[config.mk]
export PLATFORM = sky130hd
export DESIGN_NAME = fetch_queue_flat
export DESIGN_NICKNAME = d
export VERILOG_FILES = /design/src/rtl/fetch_queue_if.sv /design/src/rtl/fetch_queue.sv /design/src/flat_wrapper.sv
export SDC_FILE = /design/constraint.sdc
export NUM_CORES = 1
export LEC_CHECK = 0
export BUFFER_PORTS_ARGS = -buffer_cell sky130_fd_sc_hd__buf_4
export CAP_MARGIN = 25
export CORE_MARGIN = 3
export CORE_UTILIZATION = 35
export DETAILED_ROUTE_END_ITERATION = 10
export GPL_TIMING_DRIVEN = 0
export PLACE_DENSITY = 0.65
export SLEW_MARGIN = 15
export SYNTH_ARGS = -nofsm -noshare
export SYNTH_HDL_FRONTEND = slang
export SYNTH_SLANG_ARGS = --single-unit
[constraint.sdc]
create_clock -name clk -period 4.85 [get_ports clk]
set_clock_uncertainty 0.1 [all_clocks]
set_input_delay 0.7275 -clock clk [delete_from_list [all_inputs] [get_ports clk]]
set_output_delay 0.7275 -clock clk [all_outputs]
set_load 0.05 [all_outputs]
[src/rtl/fetch_queue_if.sv]
// Fetch-queue bus bundle: memory request/response channels, redirect, and decode output channel.
// Signal suffixes are relative to the fetch_queue (master) side.
interface fetch_queue_if #(
    parameter int unsigned DWIDTH = 32,
    parameter int unsigned AWIDTH = 32
);
    logic              req_valid_o;
    logic [AWIDTH-1:0] req_addr_o;
    logic              req_ready_i;
    logic              rsp_valid_i;
    logic [DWIDTH-1:0] rsp_data_i;
    logic              redirect_i;
    logic [AWIDTH-1:0] redirect_pc_i;
    logic              out_valid_o;
    logic              out_ready_i;
    logic [AWIDTH-1:0] pc_o;
    logic [DWIDTH-1:0] insn_o;

    modport master (
        output req_valid_o, req_addr_o,
        input  req_ready_i, rsp_valid_i, rsp_data_i,
        input  redirect_i, redirect_pc_i,
        output out_valid_o, pc_o, insn_o,
        input  out_ready_i
    );

    modport slave (
        input  req_valid_o, req_addr_o,
        output req_ready_i, rsp_valid_i, rsp_data_i,
        output redirect_i, redirect_pc_i,
        input  out_valid_o, pc_o, insn_o,
        output out_ready_i
    );
endinterface

[src/rtl/fetch_queue.sv]
// Instruction-fetch front end: sequential fetch over valid/ready, in-order responses, ring buffer to decode.
// Optional FETCH_PERF_EN adds retired/dropped performance counters.
module fetch_queue #(
    parameter int unsigned       DWIDTH   = 32,
    parameter int unsigned       AWIDTH   = 32,
    parameter logic [AWIDTH-1:0] BASEADDR = AWIDTH'(32'h0100_0000),
    parameter int unsigned       DEPTH    = 4
) (
    input logic          clk,
    input logic          rst,
    fetch_queue_if.master bus
`ifdef FETCH_PERF_EN
    ,
    output logic [31:0]  perf_retired_o,
    output logic [31:0]  perf_dropped_o
`endif
);
    localparam int unsigned PW    = $clog2(DEPTH);
    localparam int unsigned CW    = PW + 1;
    localparam int unsigned DROPW = 16;

    logic [AWIDTH-1:0] pc;
    logic [AWIDTH-1:0] slot_addr [DEPTH];
    logic [DWIDTH-1:0] slot_data [DEPTH];
    logic [DEPTH-1:0]  slot_filled;
    logic [DEPTH-1:0]  filled_next;
    logic [PW-1:0]     alloc_ptr;
    logic [PW-1:0]     fill_ptr;
    logic [PW-1:0]     retire_ptr;
    logic [CW-1:0]     count;
    logic [CW-1:0]     pend;
    logic [DROPW-1:0]  drop;

    logic req_valid;
    logic req_fire;
    logic rsp_fill;
    logic rsp_discard;
    logic out_valid;
    logic out_fire;
    logic unused_redirect_low;

    assign unused_redirect_low = ^bus.redirect_pc_i[1:0];

    assign req_valid = rst && (count < CW'(DEPTH)) && !bus.redirect_i;
    assign req_fire  = req_valid && bus.req_ready_i;
    assign out_valid = slot_filled[retire_ptr];
    assign out_fire  = out_valid && bus.out_ready_i && !bus.redirect_i;

    // A redirect-cycle response is discarded; it only counts against drop if something was outstanding.
    assign rsp_fill    = bus.rsp_valid_i && !bus.redirect_i && (drop == '0) && (pend != '0);
    assign rsp_discard = bus.rsp_valid_i &&
                         (bus.redirect_i ? ((drop != '0) || (pend != '0)) : (drop != '0));

    assign bus.req_valid_o = req_valid;
    assign bus.req_addr_o  = pc;
    assign bus.out_valid_o = out_valid;
    assign bus.pc_o        = out_valid ? slot_addr[retire_ptr] : '0;
    assign bus.insn_o      = out_valid ? slot_data[retire_ptr] : '0;

    always_comb begin
        filled_next = slot_filled;
        if (req_fire) filled_next[alloc_ptr]  = 1'b0;
        if (rsp_fill) filled_next[fill_ptr]   = 1'b1;
        if (out_fire) filled_next[retire_ptr] = 1'b0;
    end

    always_ff @(posedge clk or negedge rst) begin
        if (!rst) begin
            pc          <= BASEADDR;
            slot_filled <= '0;
            alloc_ptr   <= '0;
            fill_ptr    <= '0;
            retire_ptr  <= '0;
            count       <= '0;
            pend        <= '0;
            drop        <= '0;
        end else if (bus.redirect_i) begin
            pc          <= {bus.redirect_pc_i[AWIDTH-1:2], 2'b00};
            slot_filled <= '0;
            alloc_ptr   <= '0;
            fill_ptr    <= '0;
            retire_ptr  <= '0;
            count       <= '0;
            pend        <= '0;
            drop        <= drop + DROPW'(pend) - DROPW'(rsp_discard);
        end else begin
            slot_filled <= filled_next;
            if (req_fire) begin
                alloc_ptr <= alloc_ptr + 1'b1;
                pc        <= pc + AWIDTH'(4);
            end
            if (rsp_fill)    fill_ptr   <= fill_ptr + 1'b1;
            if (out_fire)    retire_ptr <= retire_ptr + 1'b1;
            if (rsp_discard) drop       <= drop - 1'b1;
            count <= count + CW'(req_fire) - CW'(out_fire);
            pend  <= pend + CW'(req_fire) - CW'(rsp_fill);
        end
    end

    // Slot payload needs no reset: it is only visible when the matching filled bit is set.
    always_ff @(posedge clk) begin
        if (req_fire) slot_addr[alloc_ptr] <= pc;
        if (rsp_fill) slot_data[fill_ptr]  <= bus.rsp_data_i;
    end

`ifdef FETCH_PERF_EN
    always_ff @(posedge clk or negedge rst) begin
        if (!rst) begin
            perf_retired_o <= '0;
            perf_dropped_o <= '0;
        end else begin
            if (out_fire)    perf_retired_o <= perf_retired_o + 32'd1;
            if (rsp_discard) perf_dropped_o <= perf_dropped_o + 32'd1;
        end
    end
`endif

endmodule

[src/flat_wrapper.sv]
// flat-port wrapper written by rule: the top's interface ports become plain ports
module fetch_queue_flat 
#(
    parameter int unsigned       DWIDTH   = 32,
    parameter int unsigned       AWIDTH   = 32,
    parameter logic [AWIDTH-1:0] BASEADDR = AWIDTH'(32'h0100_0000),
    parameter int unsigned       DEPTH    = 4
)
  (clk, rst, bus_req_valid_o, bus_req_addr_o, bus_req_ready_i, bus_rsp_valid_i, bus_rsp_data_i, bus_redirect_i, bus_redirect_pc_i, bus_out_valid_o, bus_pc_o, bus_insn_o, bus_out_ready_i);
  fetch_queue_if #(.DWIDTH(DWIDTH), .AWIDTH(AWIDTH)) bus_i ();
  input logic clk;
  input logic rst;
  output wire logic [$bits(bus_i.req_valid_o)-1:0] bus_req_valid_o;
  output wire logic [$bits(bus_i.req_addr_o)-1:0] bus_req_addr_o;
  input wire logic [$bits(bus_i.req_ready_i)-1:0] bus_req_ready_i;
  input wire logic [$bits(bus_i.rsp_valid_i)-1:0] bus_rsp_valid_i;
  input wire logic [$bits(bus_i.rsp_data_i)-1:0] bus_rsp_data_i;
  input wire logic [$bits(bus_i.redirect_i)-1:0] bus_redirect_i;
  input wire logic [$bits(bus_i.redirect_pc_i)-1:0] bus_redirect_pc_i;
  output wire logic [$bits(bus_i.out_valid_o)-1:0] bus_out_valid_o;
  output wire logic [$bits(bus_i.pc_o)-1:0] bus_pc_o;
  output wire logic [$bits(bus_i.insn_o)-1:0] bus_insn_o;
  input wire logic [$bits(bus_i.out_ready_i)-1:0] bus_out_ready_i;
  assign bus_req_valid_o = bus_i.req_valid_o;
  assign bus_req_addr_o = bus_i.req_addr_o;
  assign bus_i.req_ready_i = bus_req_ready_i;
  assign bus_i.rsp_valid_i = bus_rsp_valid_i;
  assign bus_i.rsp_data_i = bus_rsp_data_i;
  assign bus_i.redirect_i = bus_redirect_i;
  assign bus_i.redirect_pc_i = bus_redirect_pc_i;
  assign bus_out_valid_o = bus_i.out_valid_o;
  assign bus_pc_o = bus_i.pc_o;
  assign bus_insn_o = bus_i.insn_o;
  assign bus_i.out_ready_i = bus_out_ready_i;
  fetch_queue #(.DWIDTH(DWIDTH), .AWIDTH(AWIDTH), .BASEADDR(BASEADDR), .DEPTH(DEPTH)) u_core (.clk(clk), .rst(rst), .bus(bus_i));
endmodule
==> results.json <==
{
  "ios": 168,
  "wl_met1_mm": 15.3,
  "timing.slew.headroom_pct": 40.1,
  "hpwlAfterDp_mm": 23.8,
  "grt_pass1_vias": 8870,
  "grt_pass1_wl_mm": 53.4,
  "first_pass_iters": 5,
  "synth_warnings": 0,
  "fin_ws_ns": 0.683,
  "area_delta_synth_final_pct": 22.6,
  "highest_layer": "met5",
  "rrSetupSlack_ns": 0.68,
  "final_cells": 1709,
  "drt_iter0_markers": 642,
  "rows": 73,
  "endpoint_kind": "register",
  "ir_worst_vdd_mv": 0.217,
  "fin_tns_setup_ns": 0,
  "clk-insertion-delay-late_ns": 0.51,
  "power_leakage_nw": 6.48,
  "antenna_cells": 0,
  "die_h_um": 207,
  "drcViolationCount": 0,
  "setup-violations-final": 0,
  "htree_levels": 2,
  "post_cts_resized": 0,
  "syn_avg_cell_area_um2": 14.9,
  "synth_area_um2": 14200,
  "tightest_slew_ns": 0.899,
  "min-delay-path-class": "in2async",
  "io_buffers": 160,
  "yosysSeqAreaShare_pct": 63.6,
  "fmax_mhz": 240,
  "crit_required_ns": 5.11,
  "cp_max_fo": 4,
  "num_vias": 8849,
  "p_per_area_nw_per_um2": 434,
  "postRouteAntennaNets": 0,
  "ctsHoldBuffers": 0,
  "fin_nets": 1285,
  "layout-drive-gt1-share_pct": 26.4,
  "wl_met2_mm": 15.7,
  "die_area_um2": 42900,
  "wl_mm": 34.3,
  "yosys.cell_types.count": 66,
  "clk_path_buf_depth": 3,
  "async_reset_ff_share_pct": 20.0,
  "root_buffer": "clkbuf_16",
  "routabilityCongestion": 0.846,
  "grt_use_total_pct": 15.8,
  "wl_per_cell_um": 20.1,
  "grt_max_degree": 64,
  "drv_slew": 0,
  "tritoncts": "built",
  "r2r_start": "u_core.drop[11]",
  "synth_edf_count": 248,
  "clock_sinks": 310,
  "path_clk_slew_ns": 0.06,
  "post-cts-setup-buffers": 0,
  "die_w_um": 207,
  "min_period_ns": 4.17,
  "synth-seq-cells": 310,
  "whs_ns": 0.221,
  "outcome": "complete, no violations",
  "r2r_end": "u_core.drop[14]",
  "final_util_pct": 43.6,
  "worst_setup_path_start_kind": "register",
  "routed_via_density": 5.18,
  "placed_cells": 1647,
  "nFillCells": 3639,
  "crit_type": "reg2reg",
  "dpl_worst_slack_ns": 0.675,
  "ys.flop_type": "edfxtp_1",
  "arrival_ns": 4.43,
  "wl_met3_mm": 2.65,
  "maxCapViolCount": 0,
  "grt_overflow_total": 0,
  "syn_inst": 951,
  "start_util_pct": 35.5,
  "reg2reg_depth": 17,
  "antenna_found_initial": 3,
  "hold_viol": 0,
  "core_um2": 39800,
  "period_share_pct": 85.9,
  "rsz0062_at_grt": "false",
  "cts_buffers": 34
}
per-stage QoR:
| step | power [mW] | instance area, µm² |
|---|---|---|
| 2_1_floorplan | 4.51 | 14200 |
| 3_3_place_gp | 4.95 | 16000 |
| 3_5_place_dp | 4.98 | 16200 |
| 4_1_cts | 7.59 | 17300 |
| 5_1_grt | 7.93 | 17300 |
| 6_report | 7.54 | 17300 |
cell usage after synthesis (9+ instances only):
library cell / count / share of area [%]
o21ai_0: 32 / 1.1
nand2_1: 52 / 1.4
nor2_1: 34 / 0.90
nand4_1: 11 / 0.49
nand3_1: 19 / 0.67
a21oi_1: 21 / 0.74
inv_1: 65 / 1.7
a211oi_1: 10 / 0.53
ha_1: 54 / 4.8
xnor2_1: 29 / 1.8
edfxtp_1: 248 / 53
mux2i_1: 9 / 0.64
clkbuf_1: 25 / 0.66
nor2b_1: 9 / 0.40
and2_1: 69 / 3.1
dfrtp_1: 61 / 11
mux4_2: 62 / 9.9
nor3_1: 11 / 0.39
logic make-up (layout without fill, tap and decap cells):
family	count (synthesis)	after routing	share of synthesized area, %
fa+ha+maj	57	57	5.20
other cells	1	4	0.0265
simple gates	243	243	9.35
compound gates	130	130	6.28
buf+inv	109	339	3.17
xor+xnor	29	29	1.79
mux	72	72	10.6
flops	310	310	63.6
cell type report:
| class | instances | area [µm²] | share of cell area [%] |
|---|---|---|---|
| Sequential cell | 310 | 9000 | 51.9 |
| Multi-Input combinational cell | 535 | 4720 | 27.2 |
| Timing Repair Buffer | 168 | 1400 | 8.06 |
| Clock buffer | 42 | 945 | 5.44 |
| Tap cell | 525 | 657 | 3.79 |
| Inverter | 66 | 248 | 1.43 |
| Buffer | 43 | 200 | 1.15 |
| Clock inverter | 20 | 181 | 1.05 |
state kept, by name, summed over array words and instances (netlist names):
signal / cells
u_core.slot_data: 128
u_core.slot_addr: 120
u_core.bus.req_addr_o: 30
u_core.drop: 16
u_core.slot_filled: 4
u_core.count: 3
u_core.pend: 3
u_core.alloc_ptr: 2
u_core.fill_ptr: 2
u_core.retire_ptr: 2
where the power goes:
group	internal (mW)	switching, mW
logic	0.735	1.06
clock network	1.55	1.03
registers	3.01	0.144
layout by cell type (no fill, tap or decap), types with 4 or more instances in the layout:
cell type | synthesis | routed
inv_2 | 0 | 4
nand2_1 | 52 | 52
nand4_1 | 11 | 11
inv_1 | 65 | 61
buf_1 | 4 | 4
a31oi_1 | 6 | 6
clkbuf_16 | 0 | 37
xnor2_1 | 29 | 29
edfxtp_1 | 248 | 248
and2_2 | 0 | 4
clkinv_1 | 1 | 6
a221o_1 | 8 | 8
buf_4 | 6 | 166
a21o_1 | 6 | 6
o211ai_1 | 7 | 7
clkbuf_1 | 25 | 30
o31ai_1 | 8 | 8
buf_16 | 0 | 5
and3_1 | 7 | 7
nor2b_1 | 9 | 9
mux2i_1 | 9 | 9
buf_2 | 7 | 7
nand3_1 | 19 | 19
nor3_1 | 11 | 11
mux4_2 | 62 | 62
and2_1 | 69 | 65
dfrtp_1 | 61 | 61
nor2_1 | 34 | 34
ha_1 | 54 | 54
o21ai_0 | 32 | 32
conb_1 | 1 | 4
clkinv_2 | 0 | 8
a21oi_1 | 21 | 21
o311ai_0 | 8 | 8
nor4_1 | 8 | 8
a211oi_1 | 10 | 10
worst max-delay path, stage by stage (launching register included):
cell and delay [ns]:
dfrtp_1 0.42, inv_1 0.14, ha_1 0.21, nand4_1 0.14, o41a_1 0.46, a31oi_1 0.35, inv_1 0.08, ha_1 0.28
inv_1 0.04, ha_1 0.21, inv_1 0.08, fa_1 0.22, nor2b_1 0.08, o311a_1 0.29, nand3b_1 0.28, a311oi_1 0.38
xnor2_1 0.17, mux2i_1 0.08
layer usage:
layer | GRT usage, % | up-vias
li1 | - | 4024
met2 | 24.5 | 341
met1 | 22.6 | 4429
met3 | 3.97 | 49
met4 | 3.58 | 6
met5 | 0 | -
worst max-delay path by stage:
stage                                from                 endpoint  slack, ns  depth (start not counted)
final                     u_core.drop[11]          u_core.drop[14]       0.68                         17
after global routing      u_core.drop[11]          u_core.drop[14]       0.33                         17
after CTS                 u_core.drop[11]          u_core.drop[14]       0.64                         17
after detailed placement  u_core.drop[11]          u_core.drop[14]       0.67                         17
after global placement                rst  u_core.slot_addr[1][17]       0.17                          7
after floorplan           u_core.drop[10]          u_core.drop[14]       1.34                         17
Note: power is estimated with default switching activity, not from simulation.
